[src/rtl/mem_arbiter_pkg.sv]
// Shared encodings and helpers for the fetch/load-store memory arbiter.
package mem_arbiter_pkg;

  typedef enum logic [1:0] {
    WIDTH_B = 2'b00,
    WIDTH_H = 2'b01,
    WIDTH_W = 2'b10,
    WIDTH_X = 2'b11
  } width_e;

  typedef enum logic {
    OWN_IF = 1'b0,
    OWN_D  = 1'b1
  } owner_e;

  localparam int unsigned STARVE_LIMIT_DEF = 4;
  localparam int unsigned STARVE_MAX       = 15;

  // Fetches are always full words; width 11 is never legal.
  function automatic logic misaligned(input logic is_fetch, input width_e width,
                                      input logic [1:0] lsb);
    logic bad;
    bad = 1'b0;
    if (is_fetch) begin
      bad = (lsb != 2'b00);
    end else begin
      unique case (width)
        WIDTH_B: bad = 1'b0;
        WIDTH_H: bad = lsb[0];
        WIDTH_W: bad = (lsb != 2'b00);
        default: bad = 1'b1;
      endcase
    end
    return bad;
  endfunction

endpackage

[src/rtl/mem_arbiter_if.sv]
// Requester and memory-side signals of the arbiter, grouped in one bundle.
interface mem_arbiter_if #(
  parameter int ADDR_W = 32
);
  logic              if_req;
  logic [ADDR_W-1:0] if_addr;
  logic              if_gnt;
  logic              if_rvalid;
  logic [31:0]       if_rdata;
  logic              if_err;

  logic              d_req;
  logic [ADDR_W-1:0] d_addr;
  logic              d_write;
  logic [1:0]        d_width;
  logic [31:0]       d_wdata;
  logic              d_gnt;
  logic              d_rvalid;
  logic [31:0]       d_rdata;
  logic              d_err;

  logic [ADDR_W-1:0] mem_addr;
  logic [31:0]       mem_wdata;
  logic [1:0]        mem_width;
  logic              mem_write;
  logic [31:0]       mem_rdata;

  modport slave (
    input  if_req, if_addr, d_req, d_addr, d_write, d_width, d_wdata, mem_rdata,
    output if_gnt, if_rvalid, if_rdata, if_err, d_gnt, d_rvalid, d_rdata, d_err,
           mem_addr, mem_wdata, mem_width, mem_write
  );

  modport master (
    output if_req, if_addr, d_req, d_addr, d_write, d_width, d_wdata, mem_rdata,
    input  if_gnt, if_rvalid, if_rdata, if_err, d_gnt, d_rvalid, d_rdata, d_err,
           mem_addr, mem_wdata, mem_width, mem_write
  );
endinterface

[src/rtl/mem_arb_prio.sv]
// Grant selection: data wins by default, a fetch that has lost STARVE_LIMIT
// consecutive cycles wins once.
module mem_arb_prio
  import mem_arbiter_pkg::*;
#(
  parameter int unsigned STARVE_LIMIT = STARVE_LIMIT_DEF
) (
  input  logic clk,
  input  logic rst,
  input  logic if_req_i,
  input  logic d_req_i,
  output logic if_gnt_o,
  output logic d_gnt_o
);

  logic [3:0] starve_q, starve_d;
  logic       starved;

  assign starved = (starve_q >= 4'(STARVE_LIMIT));

  always_comb begin
    if_gnt_o = 1'b0;
    d_gnt_o  = 1'b0;
    if (!rst) begin
      if_gnt_o = if_req_i & (~d_req_i | starved);
      d_gnt_o  = d_req_i & ~if_gnt_o;
    end
  end

  always_comb begin
    starve_d = starve_q;
    if (!if_req_i || if_gnt_o) begin
      starve_d = '0;
    end else if (starve_q != 4'(STARVE_MAX)) begin
      starve_d = starve_q + 4'd1;
    end
  end

  always_ff @(posedge clk) begin
    if (rst) starve_q <= '0;
    else     starve_q <= starve_d;
  end

endmodule

[src/rtl/mem_arbiter.sv]
// Single-port memory arbiter: grant in N, memory access in N+1, response in N+2.
module mem_arbiter
  import mem_arbiter_pkg::*;
#(
  parameter int unsigned STARVE_LIMIT = STARVE_LIMIT_DEF,
  parameter int          ADDR_W       = 32
) (
  input logic          clk,
  input logic          rst,
  mem_arbiter_if.slave bus
);

  logic if_gnt, d_gnt;

  mem_arb_prio #(.STARVE_LIMIT(STARVE_LIMIT)) u_prio (
    .clk      (clk),
    .rst      (rst),
    .if_req_i (bus.if_req),
    .d_req_i  (bus.d_req),
    .if_gnt_o (if_gnt),
    .d_gnt_o  (d_gnt)
  );

  assign bus.if_gnt = if_gnt;
  assign bus.d_gnt  = d_gnt;

  // Stage p1: issue register, drives the memory
  logic              vld_p1_q,   vld_p1_d;
  owner_e            own_p1_q,   own_p1_d;
  logic [ADDR_W-1:0] addr_p1_q,  addr_p1_d;
  logic [31:0]       wdata_p1_q, wdata_p1_d;
  width_e            width_p1_q, width_p1_d;
  logic              write_p1_q, write_p1_d;
  logic              err_p1_q,   err_p1_d;

  always_comb begin
    vld_p1_d   = 1'b0;
    own_p1_d   = own_p1_q;
    addr_p1_d  = addr_p1_q;
    wdata_p1_d = wdata_p1_q;
    width_p1_d = width_p1_q;
    write_p1_d = write_p1_q;
    err_p1_d   = err_p1_q;
    if (if_gnt) begin
      vld_p1_d   = 1'b1;
      own_p1_d   = OWN_IF;
      addr_p1_d  = bus.if_addr;
      width_p1_d = WIDTH_W;
      write_p1_d = 1'b0;
      err_p1_d   = misaligned(1'b1, WIDTH_W, bus.if_addr[1:0]);
    end else if (d_gnt) begin
      vld_p1_d   = 1'b1;
      own_p1_d   = OWN_D;
      addr_p1_d  = bus.d_addr;
      wdata_p1_d = bus.d_wdata;
      width_p1_d = width_e'(bus.d_width);
      write_p1_d = bus.d_write;
      err_p1_d   = misaligned(1'b0, width_e'(bus.d_width), bus.d_addr[1:0]);
    end
  end

  always_ff @(posedge clk) begin
    if (rst) begin
      vld_p1_q   <= 1'b0;
      own_p1_q   <= OWN_IF;
      addr_p1_q  <= '0;
      wdata_p1_q <= '0;
      width_p1_q <= WIDTH_B;
      write_p1_q <= 1'b0;
      err_p1_q   <= 1'b0;
    end else begin
      vld_p1_q   <= vld_p1_d;
      own_p1_q   <= own_p1_d;
      addr_p1_q  <= addr_p1_d;
      wdata_p1_q <= wdata_p1_d;
      width_p1_q <= width_p1_d;
      write_p1_q <= write_p1_d;
      err_p1_q   <= err_p1_d;
    end
  end

  assign bus.mem_addr  = addr_p1_q;
  assign bus.mem_wdata = wdata_p1_q;
  assign bus.mem_width = width_p1_q;
  // A store sitting in the issue stage while rst is high must not commit.
  assign bus.mem_write = vld_p1_q & (own_p1_q == OWN_D) & write_p1_q & ~err_p1_q & ~rst;

  // Stage p2: response register
  logic        vld_p2_q,   vld_p2_d;
  owner_e      own_p2_q,   own_p2_d;
  logic [31:0] rdata_p2_q, rdata_p2_d;
  logic        err_p2_q,   err_p2_d;

  always_comb begin
    vld_p2_d   = vld_p1_q;
    own_p2_d   = own_p2_q;
    rdata_p2_d = rdata_p2_q;
    err_p2_d   = err_p2_q;
    if (vld_p1_q) begin
      own_p2_d   = own_p1_q;
      err_p2_d   = err_p1_q;
      rdata_p2_d = (write_p1_q || err_p1_q) ? 32'd0 : bus.mem_rdata;
    end
  end

  always_ff @(posedge clk) begin
    if (rst) begin
      vld_p2_q   <= 1'b0;
      own_p2_q   <= OWN_IF;
      rdata_p2_q <= '0;
      err_p2_q   <= 1'b0;
    end else begin
      vld_p2_q   <= vld_p2_d;
      own_p2_q   <= own_p2_d;
      rdata_p2_q <= rdata_p2_d;
      err_p2_q   <= err_p2_d;
    end
  end

  assign bus.if_rvalid = vld_p2_q & (own_p2_q == OWN_IF);
  assign bus.d_rvalid  = vld_p2_q & (own_p2_q == OWN_D);
  assign bus.if_rdata  = rdata_p2_q;
  assign bus.d_rdata   = rdata_p2_q;
  assign bus.if_err    = bus.if_rvalid & err_p2_q;
  assign bus.d_err     = bus.d_rvalid & err_p2_q;

endmodule

[src/flat_wrapper.sv]
// flat-port wrapper written by rule: the top's interface ports become plain ports
module mem_arbiter_flat import mem_arbiter_pkg::*;
#(
  parameter int unsigned STARVE_LIMIT = STARVE_LIMIT_DEF,
  parameter int          ADDR_W       = 32
)
  (clk, rst, bus_if_req, bus_if_addr, bus_d_req, bus_d_addr, bus_d_write, bus_d_width, bus_d_wdata, bus_mem_rdata, bus_if_gnt, bus_if_rvalid, bus_if_rdata, bus_if_err, bus_d_gnt, bus_d_rvalid, bus_d_rdata, bus_d_err, bus_mem_addr, bus_mem_wdata, bus_mem_width, bus_mem_write);
  mem_arbiter_if #(.ADDR_W(ADDR_W)) bus_i ();
  input logic clk;
  input logic rst;
  input wire logic [$bits(bus_i.if_req)-1:0] bus_if_req;
  input wire logic [$bits(bus_i.if_addr)-1:0] bus_if_addr;
  input wire logic [$bits(bus_i.d_req)-1:0] bus_d_req;
  input wire logic [$bits(bus_i.d_addr)-1:0] bus_d_addr;
  input wire logic [$bits(bus_i.d_write)-1:0] bus_d_write;
  input wire logic [$bits(bus_i.d_width)-1:0] bus_d_width;
  input wire logic [$bits(bus_i.d_wdata)-1:0] bus_d_wdata;
  input wire logic [$bits(bus_i.mem_rdata)-1:0] bus_mem_rdata;
  output wire logic [$bits(bus_i.if_gnt)-1:0] bus_if_gnt;
  output wire logic [$bits(bus_i.if_rvalid)-1:0] bus_if_rvalid;
  output wire logic [$bits(bus_i.if_rdata)-1:0] bus_if_rdata;
  output wire logic [$bits(bus_i.if_err)-1:0] bus_if_err;
  output wire logic [$bits(bus_i.d_gnt)-1:0] bus_d_gnt;
  output wire logic [$bits(bus_i.d_rvalid)-1:0] bus_d_rvalid;
  output wire logic [$bits(bus_i.d_rdata)-1:0] bus_d_rdata;
  output wire logic [$bits(bus_i.d_err)-1:0] bus_d_err;
  output wire logic [$bits(bus_i.mem_addr)-1:0] bus_mem_addr;
  output wire logic [$bits(bus_i.mem_wdata)-1:0] bus_mem_wdata;
  output wire logic [$bits(bus_i.mem_width)-1:0] bus_mem_width;
  output wire logic [$bits(bus_i.mem_write)-1:0] bus_mem_write;
  assign bus_i.if_req = bus_if_req;
  assign bus_i.if_addr = bus_if_addr;
  assign bus_i.d_req = bus_d_req;
  assign bus_i.d_addr = bus_d_addr;
  assign bus_i.d_write = bus_d_write;
  assign bus_i.d_width = bus_d_width;
  assign bus_i.d_wdata = bus_d_wdata;
  assign bus_i.mem_rdata = bus_mem_rdata;
  assign bus_if_gnt = bus_i.if_gnt;
  assign bus_if_rvalid = bus_i.if_rvalid;
  assign bus_if_rdata = bus_i.if_rdata;
  assign bus_if_err = bus_i.if_err;
  assign bus_d_gnt = bus_i.d_gnt;
  assign bus_d_rvalid = bus_i.d_rvalid;
  assign bus_d_rdata = bus_i.d_rdata;
  assign bus_d_err = bus_i.d_err;
  assign bus_mem_addr = bus_i.mem_addr;
  assign bus_mem_wdata = bus_i.mem_wdata;
  assign bus_mem_width = bus_i.mem_width;
  assign bus_mem_write = bus_i.mem_write;
  mem_arbiter #(.STARVE_LIMIT(STARVE_LIMIT), .ADDR_W(ADDR_W)) u_core (.clk(clk), .rst(rst), .bus(bus_i));
endmodule
[config.mk]
export PLATFORM = sky130hd
export DESIGN_NAME = mem_arbiter_flat
export DESIGN_NICKNAME = d
export VERILOG_FILES = /design/src/rtl/mem_arbiter_pkg.sv /design/src/rtl/mem_arbiter_if.sv /design/src/rtl/mem_arb_prio.sv /design/src/rtl/mem_arbiter.sv /design/src/flat_wrapper.sv
export SDC_FILE = /design/constraint.sdc
export NUM_CORES = 1
export LEC_CHECK = 0
export ABC_AREA = 1
export BUFFER_PORTS_ARGS = -buffer_cell sky130_fd_sc_hd__buf_2
export CORE_MARGIN = 3
export CORE_UTILIZATION = 43
export CTS_CLUSTER_DIAMETER = 60
export CTS_CLUSTER_SIZE = 25
export DETAILED_ROUTE_END_ITERATION = 10
export PLACE_DENSITY = 0.78
export SLEW_MARGIN = 20
export SYNTH_ARGS = -nofsm -noshare
export SYNTH_HDL_FRONTEND = slang
export SYNTH_HIERARCHICAL = 1
export SYNTH_SLANG_ARGS = --single-unit
[constraint.sdc]
create_clock -name clk -period 2.2 [get_ports clk]
set_clock_uncertainty 0.1 [all_clocks]
set_input_delay 0.44 -clock clk [delete_from_list [all_inputs] [get_ports clk]]
set_output_delay 0.44 -clock clk [all_outputs]
set_load 0.1 [all_outputs]
==> flow_summary.json, run 1 <==
{
  "status": "complete, no violations",
  "number_of_cell_rows": 36,
  "place.gp.congestion": 0.776,
  "holdBufCountCts": 0,
  "dp_hpwl_um": 9630,
  "clk-insertion-delay-late_ns": 0.35,
  "crit_arrival_ns": 1.45,
  "final_layout_size_suffix_gt1_share_pct": 36.0,
  "worstSetupEndpointType": "output port",
  "final_cell_area_um2": 6010,
  "portBuffers": 271,
  "io_pins": 272,
  "nets_in_the_synthesized_netlist": 769,
  "timing.final.max_slew_violations": 0,
  "netlist-cell-type-count": 23,
  "dr_total_vias": 4632,
  "crit_buf_inv": 2,
  "most_common_library_cell_in_the_layout_ignoring_fill_and_taps": "sky130_fd_sc_hd__buf_2",
  "postSynthRegisterBits": 109,
  "overall_die_width_um": 109,
  "path_delay_family": "buffers and inverters",
  "postRouteAntennaNets": 0,
  "grt_pass1_vias": 4048,
  "cts_post_setup_buffers_inserted": 0,
  "timing.final.crit_period_ns": 1.99,
  "drt_wl_total_um": 13100,
  "area_delta_synth_final_pct": 32.5,
  "vdd_ir_drop_max_uv": 477,
  "maxCapViolCount": 0,
  "post_place_setup_slack_ns": 0.281,
  "avgRoutedWirePerCell_um": 13.2,
  "clock_slew_at_the_register_clock_pins_of_the_worst_setup_and_hold_paths_ns": 0.12,
  "slowest_stage": "sky130_fd_sc_hd__dfxtp_1",
  "floorplan.die_area_um2": 11800,
  "floorplan.initialDensity_pct": 45.3,
  "grt_max_degree": 69,
  "critPathKind": "register to output port",
  "total_switching_power_w": 0.00216,
  "antenna_found_initial": 0,
  "headroom_to_the_max_slew_limit_pct": 55.9,
  "final-setup-viol-count": 0,
  "setup.worst_path.start_class": "register",
  "rsz_0062_raised_after_global_routing": "false",
  "setup_tns_ns": 0,
  "max_clock_freq_mhz": 501,
  "viasPerCell": 4.65,
  "pwr_density_cell_nw_per_um2": 851,
  "netlist.top_cell.by_area": "sky130_fd_sc_hd__dfxtp_1",
  "cts_buffers": 9,
  "fp.coreArea_um2": 10000,
  "synth.area.top_cells": "sky130_fd_sc_hd__dfxtp_1 48%, sky130_fd_sc_hd__nand2_1 14%, sky130_fd_sc_hd__nand3_1 7.3%, sky130_fd_sc_hd__nor2_1 6.7%, sky130_fd_sc_hd__buf_4 6.0%",
  "switching_share_pct": 42.2,
  "pwr-share-clk_pct": 25.0,
  "p_int_w": 0.00295,
  "finish.net_count": 994,
  "final_critical_path_setup_slack_ns": 0.206,
  "number_of_search_and_repair_iterations_in_the_first_detailed_routing_pass": 5,
  "synthesis.instances": 633,
  "synth_top_cell_area_share_pct": 48.1,
  "placed_area_um2": 5790,
  "power_w": 0.00511,
  "most_used_cells_in_the_layout_excluding_fill_and_tap_cells": "268 x sky130_fd_sc_hd__buf_2, 175 x sky130_fd_sc_hd__nand2_1, 109 x sky130_fd_sc_hd__dfxtp_1",
  "finalHoldViolCount": 0,
  "worstPathCellList": "nor2_1, nand2_1, a21oi_4, buf_4, buf_12",
  "cts_root_buf": "sky130_fd_sc_hd__clkbuf_8",
  "grt_remaining_overflow": 0,
  "seqPwrFrac_pct": 42.3,
  "syn-cell-area_um2": 4530,
  "clk_path_buf_depth": 2,
  "synth.yosys.warnings": 6,
  "synth_seq_area_share_pct": 48.1,
  "worst-slew-pin-transition_ns": 0.661,
  "worstPathRequired_ns": 1.66,
  "crit_path_max_incr_delay_ns": 0.34,
  "timing.hold.worst.class": "input port to register",
  "die_height_um": 109,
  "first_iter_violations": 338,
  "final.period_utilization_pct": 90.7,
  "global_route_wire_length_before_repair_um": 19700,
  "crit_path_max_fanout": 6,
  "power_frac_comb_pct": 32.7,
  "cts_tree": "built",
  "htree_levels": 3,
  "drcViolationCount": 0,
  "postSynthAreaPerCell_um2": 7.16,
  "cts-resized-gates": 0,
  "cts.sink_count": 109,
  "leakagePower_nw": 3.37,
  "grt_use_total_pct": 20.9
}
state kept, by name, indices dropped and copies added, names as in the netlist:
name / flops
u_core/err_p1_q: 1
u_core/bus.mem_addr: 32
u_core/bus.mem_width: 2
u_core/vld_p1_q: 1
u_core/err_p2_q: 1
u_core/vld_p2_q: 1
u_core/bus.mem_wdata: 32
u_core/bus.d_rdata: 32
u_core/own_p1_q: 1
u_core/write_p1_q: 1
u_core/own_p2_q: 1
u_core/u_prio/starve_q: 4
per-stage QoR:
stage / std cells / utilization, % / hold WS [ns]
2_1_floorplan: 633 / - / 0.353
3_3_place_gp: 980 / 57.9 / 0.362
3_5_place_dp: 980 / 57.9 / 0.369
4_1_cts: 996 / 60.0 / 0.173
5_1_grt: 996 / 60.0 / 0.163
6_report: 997 / 60.1 / 0.191
path summary, 6_finish.rpt:
kind	start	end	slack [ns]	depth (start not counted)
max	u_core/u_prio/starve_q[2]	bus_d_gnt	0.21	5
min	bus_d_wdata[6]	u_core/bus.mem_wdata[6]	0.19	3
max reg2reg	u_core/u_prio/starve_q[2]	u_core/bus.mem_addr[12]	0.42	10
min reg2reg	u_core/bus.d_rdata[24]	u_core/bus.d_rdata[24]	0.38	2
cells by family (layout without fill, tap and decap cells):
family / after synthesis / after routing / synth area share (%)
AO/OA/AOI/OAI: 75 / 75 / 8.39
buffers and inverters: 119 / 349 / 13.9
adder cells (fa/ha/maj): 1 / 1 / 0.276
other: 1 / 2 / 0.0827
flip-flops: 109 / 109 / 48.1
AND/OR/NAND/NOR: 328 / 328 / 29.3
worst register-to-register path, delay by kind of cell (launching register included):
kind | cells | cell delay [ns]
buffers and inverters | 3 | 0.53
AND/OR/NAND/NOR | 6 | 0.61
flip-flops | 1 | 0.34
AO/OA/AOI/OAI | 1 | 0.16
layout make-up:
class	instances	area (um2)
well taps	133	166
repair buffers	284	1500
clock buffers	9	124
inverters	49	184
flip-flops and latches	109	2180
diodes	1	2.50
fillers	973	3990
clock inverters	7	87.6
multi-input cells	405	1760
power by group through the flow:
stage / clock (W) / combinational (W) / sequential (W)
after detailed placement: 0 / 0.00168 / 0.00220
after CTS: 0.00133 / 0.00168 / 0.00216
after global placement: 0 / 0.00167 / 0.00220
after floorplan: 0 / 0.000574 / 0.00300
after global routing: 0.00140 / 0.00176 / 0.00218
final: 0.00128 / 0.00167 / 0.00216
Yosys cell counts:
| library cell | number |
|---|---|
| sky130_fd_sc_hd__nor2_2 | 3 |
| sky130_fd_sc_hd__o21bai_1 | 1 |
| sky130_fd_sc_hd__buf_2 | 16 |
| sky130_fd_sc_hd__o21ai_0 | 28 |
| sky130_fd_sc_hd__ha_1 | 1 |
| sky130_fd_sc_hd__conb_1 | 1 |
| sky130_fd_sc_hd__clkbuf_4 | 1 |
| sky130_fd_sc_hd__buf_6 | 3 |
| sky130_fd_sc_hd__inv_2 | 1 |
| sky130_fd_sc_hd__o21ai_1 | 8 |
| sky130_fd_sc_hd__dfxtp_1 | 109 |
| sky130_fd_sc_hd__nand4_1 | 1 |
| sky130_fd_sc_hd__buf_1 | 2 |
| sky130_fd_sc_hd__nand2_1 | 175 |
| sky130_fd_sc_hd__buf_4 | 36 |
| sky130_fd_sc_hd__inv_1 | 47 |
| sky130_fd_sc_hd__clkbuf_1 | 12 |
| sky130_fd_sc_hd__a211oi_1 | 1 |
| sky130_fd_sc_hd__nand3_1 | 66 |
| sky130_fd_sc_hd__clkinv_1 | 1 |
| sky130_fd_sc_hd__nor2_1 | 81 |
| sky130_fd_sc_hd__nor3_1 | 2 |
| sky130_fd_sc_hd__a21oi_1 | 37 |
routing by layer:
metal  part of all wire (%)  global-route usage, %  vias up
met1                     41                   25.7     2046
met4                   0.49                   4.33        0
met5                      0                      0        -
met3                    9.2                   6.34        4
met2                     49                   36.2      188
li1                       -                      -     2394
Power figures use the tool's default switching activity.
==> run 2, diff against run 1 <==
--- a/config.mk
+++ b/config.mk
@@ -13,7 +13,7 @@
 export CTS_CLUSTER_SIZE = 25
 export DETAILED_ROUTE_END_ITERATION = 10
 export PLACE_DENSITY = 0.78
-export SLEW_MARGIN = 20
+export SLEW_MARGIN = 5
 export SYNTH_ARGS = -nofsm -noshare
 export SYNTH_HDL_FRONTEND = slang
 export SYNTH_HIERARCHICAL = 1
==> constraint.sdc (replaced) <==
create_clock -name clk -period 2.2 [get_ports clk]
set_clock_uncertainty 0.1 [all_clocks]
set_input_delay 0.11 -clock clk [delete_from_list [all_inputs] [get_ports clk]]
set_output_delay 0.11 -clock clk [all_outputs]
set_load 0.1 [all_outputs]
==> run 2 against run 1 <==
Non-clock buffer count up 135; largest cell class is now buffers; highest routed layer unchanged; sequential power about the same; die area unchanged; cell count up 14%; via count up 22%; clock power down 10%; worst hold slack worse by 0.13 ns; core utilization up 13 points; critical path depth up 6; final area up 22%.
==> flow_summary.json, run 2 (synthesis results as in run 1) <==
{
  "finish.net_count": 1129,
  "leakagePower_nw": 3.93,
  "most_used_cells_in_the_layout_excluding_fill_and_tap_cells": "269 x sky130_fd_sc_hd__buf_2, 175 x sky130_fd_sc_hd__nand2_1, 133 x sky130_fd_sc_hd__dlygate4sd3_1",
  "global_route_wire_length_before_repair_um": 27400,
  "grt_max_degree": 57,
  "grt_use_total_pct": 29.3,
  "io_pins": 272,
  "worstSetupEndpointType": "register",
  "worstPathRequired_ns": 2.41,
  "portBuffers": 271,
  "status": "complete, no violations",
  "final.period_utilization_pct": 94.1,
  "htree_levels": 3,
  "antenna_found_initial": 0,
  "headroom_to_the_max_slew_limit_pct": 64.3,
  "maxCapViolCount": 0,
  "cts_tree": "built",
  "most_common_library_cell_in_the_layout_ignoring_fill_and_taps": "sky130_fd_sc_hd__buf_2",
  "post_place_setup_slack_ns": 0.423,
  "worst-slew-pin-transition_ns": 0.539,
  "pwr_density_cell_nw_per_um2": 714,
  "crit_path_max_fanout": 8,
  "final_layout_size_suffix_gt1_share_pct": 31.3,
  "vdd_ir_drop_max_uv": 532,
  "setup.worst_path.start_class": "register",
  "drt_wl_total_um": 17800,
  "area_delta_synth_final_pct": 62.0,
  "avgRoutedWirePerCell_um": 15.7,
  "overall_die_width_um": 109,
  "cts.sink_count": 109,
  "fp.coreArea_um2": 10000,
  "dp_hpwl_um": 9850,
  "place.gp.congestion": 0.795,
  "cts_root_buf": "sky130_fd_sc_hd__clkbuf_8",
  "number_of_search_and_repair_iterations_in_the_first_detailed_routing_pass": 8,
  "number_of_cell_rows": 36,
  "final_critical_path_setup_slack_ns": 0.129,
  "postRouteAntennaNets": 0,
  "crit_arrival_ns": 2.29,
  "timing.final.crit_period_ns": 2.07,
  "first_iter_violations": 552,
  "grt_pass1_vias": 5661,
  "floorplan.die_area_um2": 11800,
  "critPathKind": "register to register",
  "setup_tns_ns": 0,
  "grt_remaining_overflow": 0,
  "clock_slew_at_the_register_clock_pins_of_the_worst_setup_and_hold_paths_ns": 0.12,
  "drcViolationCount": 0,
  "timing.final.max_slew_violations": 0,
  "max_clock_freq_mhz": 483,
  "die_height_um": 109,
  "dr_total_vias": 5646,
  "timing.hold.worst.class": "input port to register",
  "cts_buffers": 9,
  "finalHoldViolCount": 0,
  "floorplan.initialDensity_pct": 45.3,
  "clk_path_buf_depth": 2,
  "final.hold.worst_slack_ns": 0.0601,
  "clk-insertion-delay-late_ns": 0.36,
  "rsz_0062_raised_after_global_routing": "false",
  "viasPerCell": 4.98,
  "final-setup-viol-count": 0
}
==> run 2: critical path, cell delays in order, from the launching register on <==
cell and delay, ns:
sky130_fd_sc_hd__dfxtp_1 0.35, sky130_fd_sc_hd__nor2_2 0.12, sky130_fd_sc_hd__nand2_1 0.12, sky130_fd_sc_hd__a21oi_4 0.22
sky130_fd_sc_hd__inv_2 0.08, sky130_fd_sc_hd__nor2_4 0.13, sky130_fd_sc_hd__buf_6 0.15, sky130_fd_sc_hd__nand2_1 0.05
sky130_fd_sc_hd__nand3_1 0.06, sky130_fd_sc_hd__dlygate4sd3_1 0.55, sky130_fd_sc_hd__nand2_1 0.05, sky130_fd_sc_hd__inv_1 0.05
==> run 2: final timing paths <==
check                                  from                   endpoint  slack, ns  depth (start not counted)
setup / recovery  u_core/u_prio/starve_q[2]     u_core/bus.mem_addr[2]       0.13                         11
hold / removal                          rst  u_core/u_prio/starve_q[0]       0.06                          4
setup reg to reg  u_core/u_prio/starve_q[2]     u_core/bus.mem_addr[2]       0.13                         11
hold reg to reg       u_core/bus.d_rdata[1]      u_core/bus.d_rdata[1]       0.38                          2
==> run 2: where the power goes <==
part | switching [W] | total, W | leakage (nW) | internal [W]
registers | 0.0000819 | 0.00218 | 0.892 | 0.00209
logic | 0.00145 | 0.00191 | 2.95 | 0.000467
clock network | 0.000718 | 0.00115 | 0.0869 | 0.000435
total | 0.00225 | 0.00524 | 3.93 | 0.00300
==> run 2: layout make-up <==
cell class              count  area, um2
repair buffers            419       2860
fillers                   727       2660
flip-flops and latches    109       2180
multi-input cells         405       1760
inverters                  49        184
well taps                 133        166
clock buffers              10        128
clock inverters             6       55.1
diodes                      2       5.00
==> run 2: through the flow <==
stage,instances,util (%),total power (W),cell area (um2)
after floorplan,633,-,0.00357,4560
after global placement,979,57.9,0.00388,5790
after detailed placement,979,57.9,0.00388,5790
after CTS,1128,73.1,0.00520,7310
after global routing,1131,73.4,0.00544,7340
final,1133,73.4,0.00524,7340
==> run 2: routing by layer <==
metal | routed length, um | GRT usage [%] | up-vias
met1 | 6490 | 32.4 | 2536
met4 | 904 | 18.6 | 0
met3 | 1840 | 7.70 | 84
met2 | 8580 | 49.7 | 362
met5 | 0 | 0 | -
li1 | - | - | 2664
==> run 2: repair_timing <==
| action | 4_1_cts | 5_1_grt |
|---|---|---|
| setup buffers | 0 | 3 |
| hold buffers | 133 | 0 |
| endpoints found under the setup margin | 0 | 2 |
| resized for setup | 0 | 3 |
| hold endpoints to repair | 103 | 0 |
==> run 3, diff against run 2 <==
--- a/config.mk
+++ b/config.mk
@@ -7,11 +7,11 @@
 export LEC_CHECK = 0
 export ABC_AREA = 1
 export BUFFER_PORTS_ARGS = -buffer_cell sky130_fd_sc_hd__buf_2
-export CORE_MARGIN = 3
-export CORE_UTILIZATION = 43
+export CORE_AREA = 3 3 106 108
 export CTS_CLUSTER_DIAMETER = 60
 export CTS_CLUSTER_SIZE = 25
 export DETAILED_ROUTE_END_ITERATION = 10
+export DIE_AREA = 0 0 109 111
 export PLACE_DENSITY = 0.78
 export SLEW_MARGIN = 5
 export SYNTH_ARGS = -nofsm -noshare
==> constraint.sdc (replaced) <==
create_clock -name clk -period 2.4 [get_ports clk]
set_clock_uncertainty 0.1 [all_clocks]
set_input_delay 0.12 -clock clk [delete_from_list [all_inputs] [get_ports clk]]
set_output_delay 0.12 -clock clk [all_outputs]
set_load 0.1 [all_outputs]
==> run 3 against run 2 <==
Final area increased by 0.39%; via count is the same; first-iteration DRC count down 18%; cell count unchanged; die area grew 2.4%; non-clock buffer count fell by 1; clock-buffer cell count shrank 1; critical path depth unchanged; clock power up 9.6%; register-to-register slack gained 0.04 ns; power fell by 4.6%.
==> flow_summary.json, run 3 (synthesis results as in run 1) <==
{
  "clk-insertion-delay-late_ns": 0.36,
  "most_common_library_cell_in_the_layout_ignoring_fill_and_taps": "sky130_fd_sc_hd__buf_2",
  "grt_remaining_overflow": 0,
  "timing.final.max_slew_violations": 0,
  "avgRoutedWirePerCell_um": 15.5,
  "seqPwrFrac_pct": 39.7,
  "crit_path_max_fanout": 21,
  "worst-r2r-setup-slack_ns": 0.17,
  "p_int_w": 0.00295,
  "headroom_to_the_max_slew_limit_pct": 65.0,
  "place.detailed.instances": 980,
  "crit_buf_inv": 4,
  "most_used_cells_in_the_layout_excluding_fill_and_tap_cells": "270 x sky130_fd_sc_hd__buf_2, 175 x sky130_fd_sc_hd__nand2_1, 132 x sky130_fd_sc_hd__dlygate4sd3_1",
  "io_pins": 272,
  "portBuffers": 271,
  "crit_path_max_incr_delay_ns": 0.53,
  "final-setup-viol-count": 0,
  "rsz_0062_raised_after_global_routing": "false",
  "timing.hold.worst.class": "input port to register",
  "post_place_setup_slack_ns": 0.544,
  "layout.cells.non_filler": 1133,
  "rr_startpoint": "u_core/u_prio/starve_q[2]",
  "ff_latch_area_um2": 2180,
  "setup_tns_ns": 0,
  "overall_die_width_um": 109,
  "crit_path_start": "u_core/u_prio/starve_q[2]",
  "maxCapViolCount": 0,
  "power_w": 0.00500,
  "postRouteAntennaNets": 0,
  "cts_root_buf": "sky130_fd_sc_hd__clkbuf_8",
  "grt_use_total_pct": 27.9,
  "power_frac_comb_pct": 35.1,
  "die_height_um": 111,
  "first_iter_violations": 453,
  "fp.coreArea_um2": 10300,
  "final_critical_path_setup_slack_ns": 0.166,
  "slowest_stage": "sky130_fd_sc_hd__dlygate4sd3_1",
  "floorplan.initialDensity_pct": 43.9,
  "worstSetupPathDepth": 11,
  "cts_buffers": 9,
  "dp_hpwl_um": 9460,
  "cpMostUsedCell": "sky130_fd_sc_hd__nand2_1",
  "dr_total_vias": 5646,
  "number_of_search_and_repair_iterations_in_the_first_detailed_routing_pass": 8,
  "worstReg2RegEnd": "u_core/bus.mem_addr[12]",
  "cts_tree": "built",
  "worst-slew-pin-transition_ns": 0.529,
  "cts.sink_count": 109,
  "drt_wl_total_um": 17600,
  "critPathKind": "register to register",
  "worstSetupEndpointType": "register",
  "final.period_utilization_pct": 93.1,
  "viasPerCell": 4.98,
  "final_layout_size_suffix_gt1_share_pct": 31.3,
  "n_antenna_cell": 0,
  "timing.final.crit_period_ns": 2.23,
  "switching_share_pct": 41.0,
  "clock_slew_at_the_register_clock_pins_of_the_worst_setup_and_hold_paths_ns": 0.11,
  "floorplan.die_area_um2": 12100,
  "finish.net_count": 1128,
  "vdd_ir_drop_max_uv": 449,
  "post-route-util_pct": 71.4,
  "worstPathCellList": "nor2_1, nand2_1, a21oi_4, inv_2, nor2_4, buf_12, nand2_1, nand3_1, nand2_1, inv_1, dlygate4sd3_1",
  "drcViolationCount": 0,
  "number_of_cell_rows": 37,
  "htree_levels": 3,
  "pwr-share-clk_pct": 25.2,
  "pwr_density_cell_nw_per_um2": 679,
  "finalHoldViolCount": 0,
  "crit_arrival_ns": 2.45,
  "area_delta_synth_final_pct": 62.7,
  "total_switching_power_w": 0.00205,
  "leakagePower_nw": 3.95,
  "place.gp.congestion": 0.795,
  "antenna_found_initial": 0,
  "path_delay_family": "buffers and inverters",
  "grt_pass1_vias": 5525,
  "setup.worst_path.start_class": "register",
  "max_clock_freq_mhz": 448,
  "global_route_wire_length_before_repair_um": 26900,
  "clk_path_buf_depth": 2,
  "crit_end": "u_core/bus.mem_addr[12]",
  "multiInputGateArea_um2": 1760,
  "fillers": 747,
  "grt_max_degree": 48,
  "r2r.worst_path.cells": 11,
  "worstPathRequired_ns": 2.61,
  "status": "complete, no violations"
}
==> run 3: cell count changes in the layout (fill, tap and decap cells not counted), sizes merged <==
| cell | previous run | this run |
|---|---|---|
| clkinvlp | 2 | 0 |
| diode | 2 | 0 |
| bufinv | 0 | 2 |
| inv | 51 | 52 |
| buf | 286 | 285 |
| dlygate4sd3 | 133 | 132 |
==> run 3: how the worst min path moves through the flow <==
stage                          from                   endpoint  cells after the start
finish                   bus_if_req  u_core/u_prio/starve_q[0]                      5
global placement    bus_d_wdata[28]   u_core/bus.mem_wdata[28]                      3
CTS                      bus_if_req  u_core/u_prio/starve_q[0]                      5
floorplan           bus_d_wdata[10]   u_core/bus.mem_wdata[10]                      2
global route             bus_if_req  u_core/u_prio/starve_q[0]                      5
detailed placement   bus_d_wdata[0]    u_core/bus.mem_wdata[0]                      3
==> run 3: power by group through the flow <==
stage / registers, W / logic [W] / clock network (W)
4_1_cts: 0.00198 / 0.00170 / 0.00129
6_report: 0.00199 / 0.00176 / 0.00126
3_3_place_gp: 0.00202 / 0.00152 / 0
3_5_place_dp: 0.00202 / 0.00153 / 0
2_1_floorplan: 0.00275 / 0.000526 / 0
5_1_grt: 0.00200 / 0.00183 / 0.00136
==> run 3: what timing repair did <==
item	CTS	global route
hold endpoints to repair	103	0
hold buffers	132	0
gates resized for setup	0	4
buffers inserted	0	4
endpoints found under the setup margin	0	1
==> run 3: worst min-delay path, cell delays in order <==
cell and delay, ns:
sky130_fd_sc_hd__buf_2 0.11, sky130_fd_sc_hd__inv_1 0.08, sky130_fd_sc_hd__nor2_2 0.04, sky130_fd_sc_hd__nand4_1 0.07
sky130_fd_sc_hd__inv_1 0.03
==> run 3: cell type report <==
class | instances | area share (%)
repair buffers | 418 | 38.7
flip-flops and latches | 109 | 29.6
multi-input cells | 405 | 23.9
inverters | 49 | 2.49
well taps | 136 | 2.31
clock buffers | 9 | 1.68
clock inverters | 7 | 1.39
==> run 3: per-layer routing <==
layer / vias to the layer above / part of all wire (%) / global-route usage (%)
li1: 2664 / - / -
met5: - / 0 / 0
met3: 70 / 9.8 / 6.52
met2: 398 / 50 / 49.1
met4: 0 / 5.0 / 15.2
met1: 2514 / 35 / 30.3
==> run 3: through the flow <==
step	cell area, um2	hold WS (ns)
after detailed placement	5750	0.252
after global placement	5750	0.241
after global routing	7370	0.0305
after floorplan	4560	0.155
after CTS	7300	0.00753
final	7370	0.0271
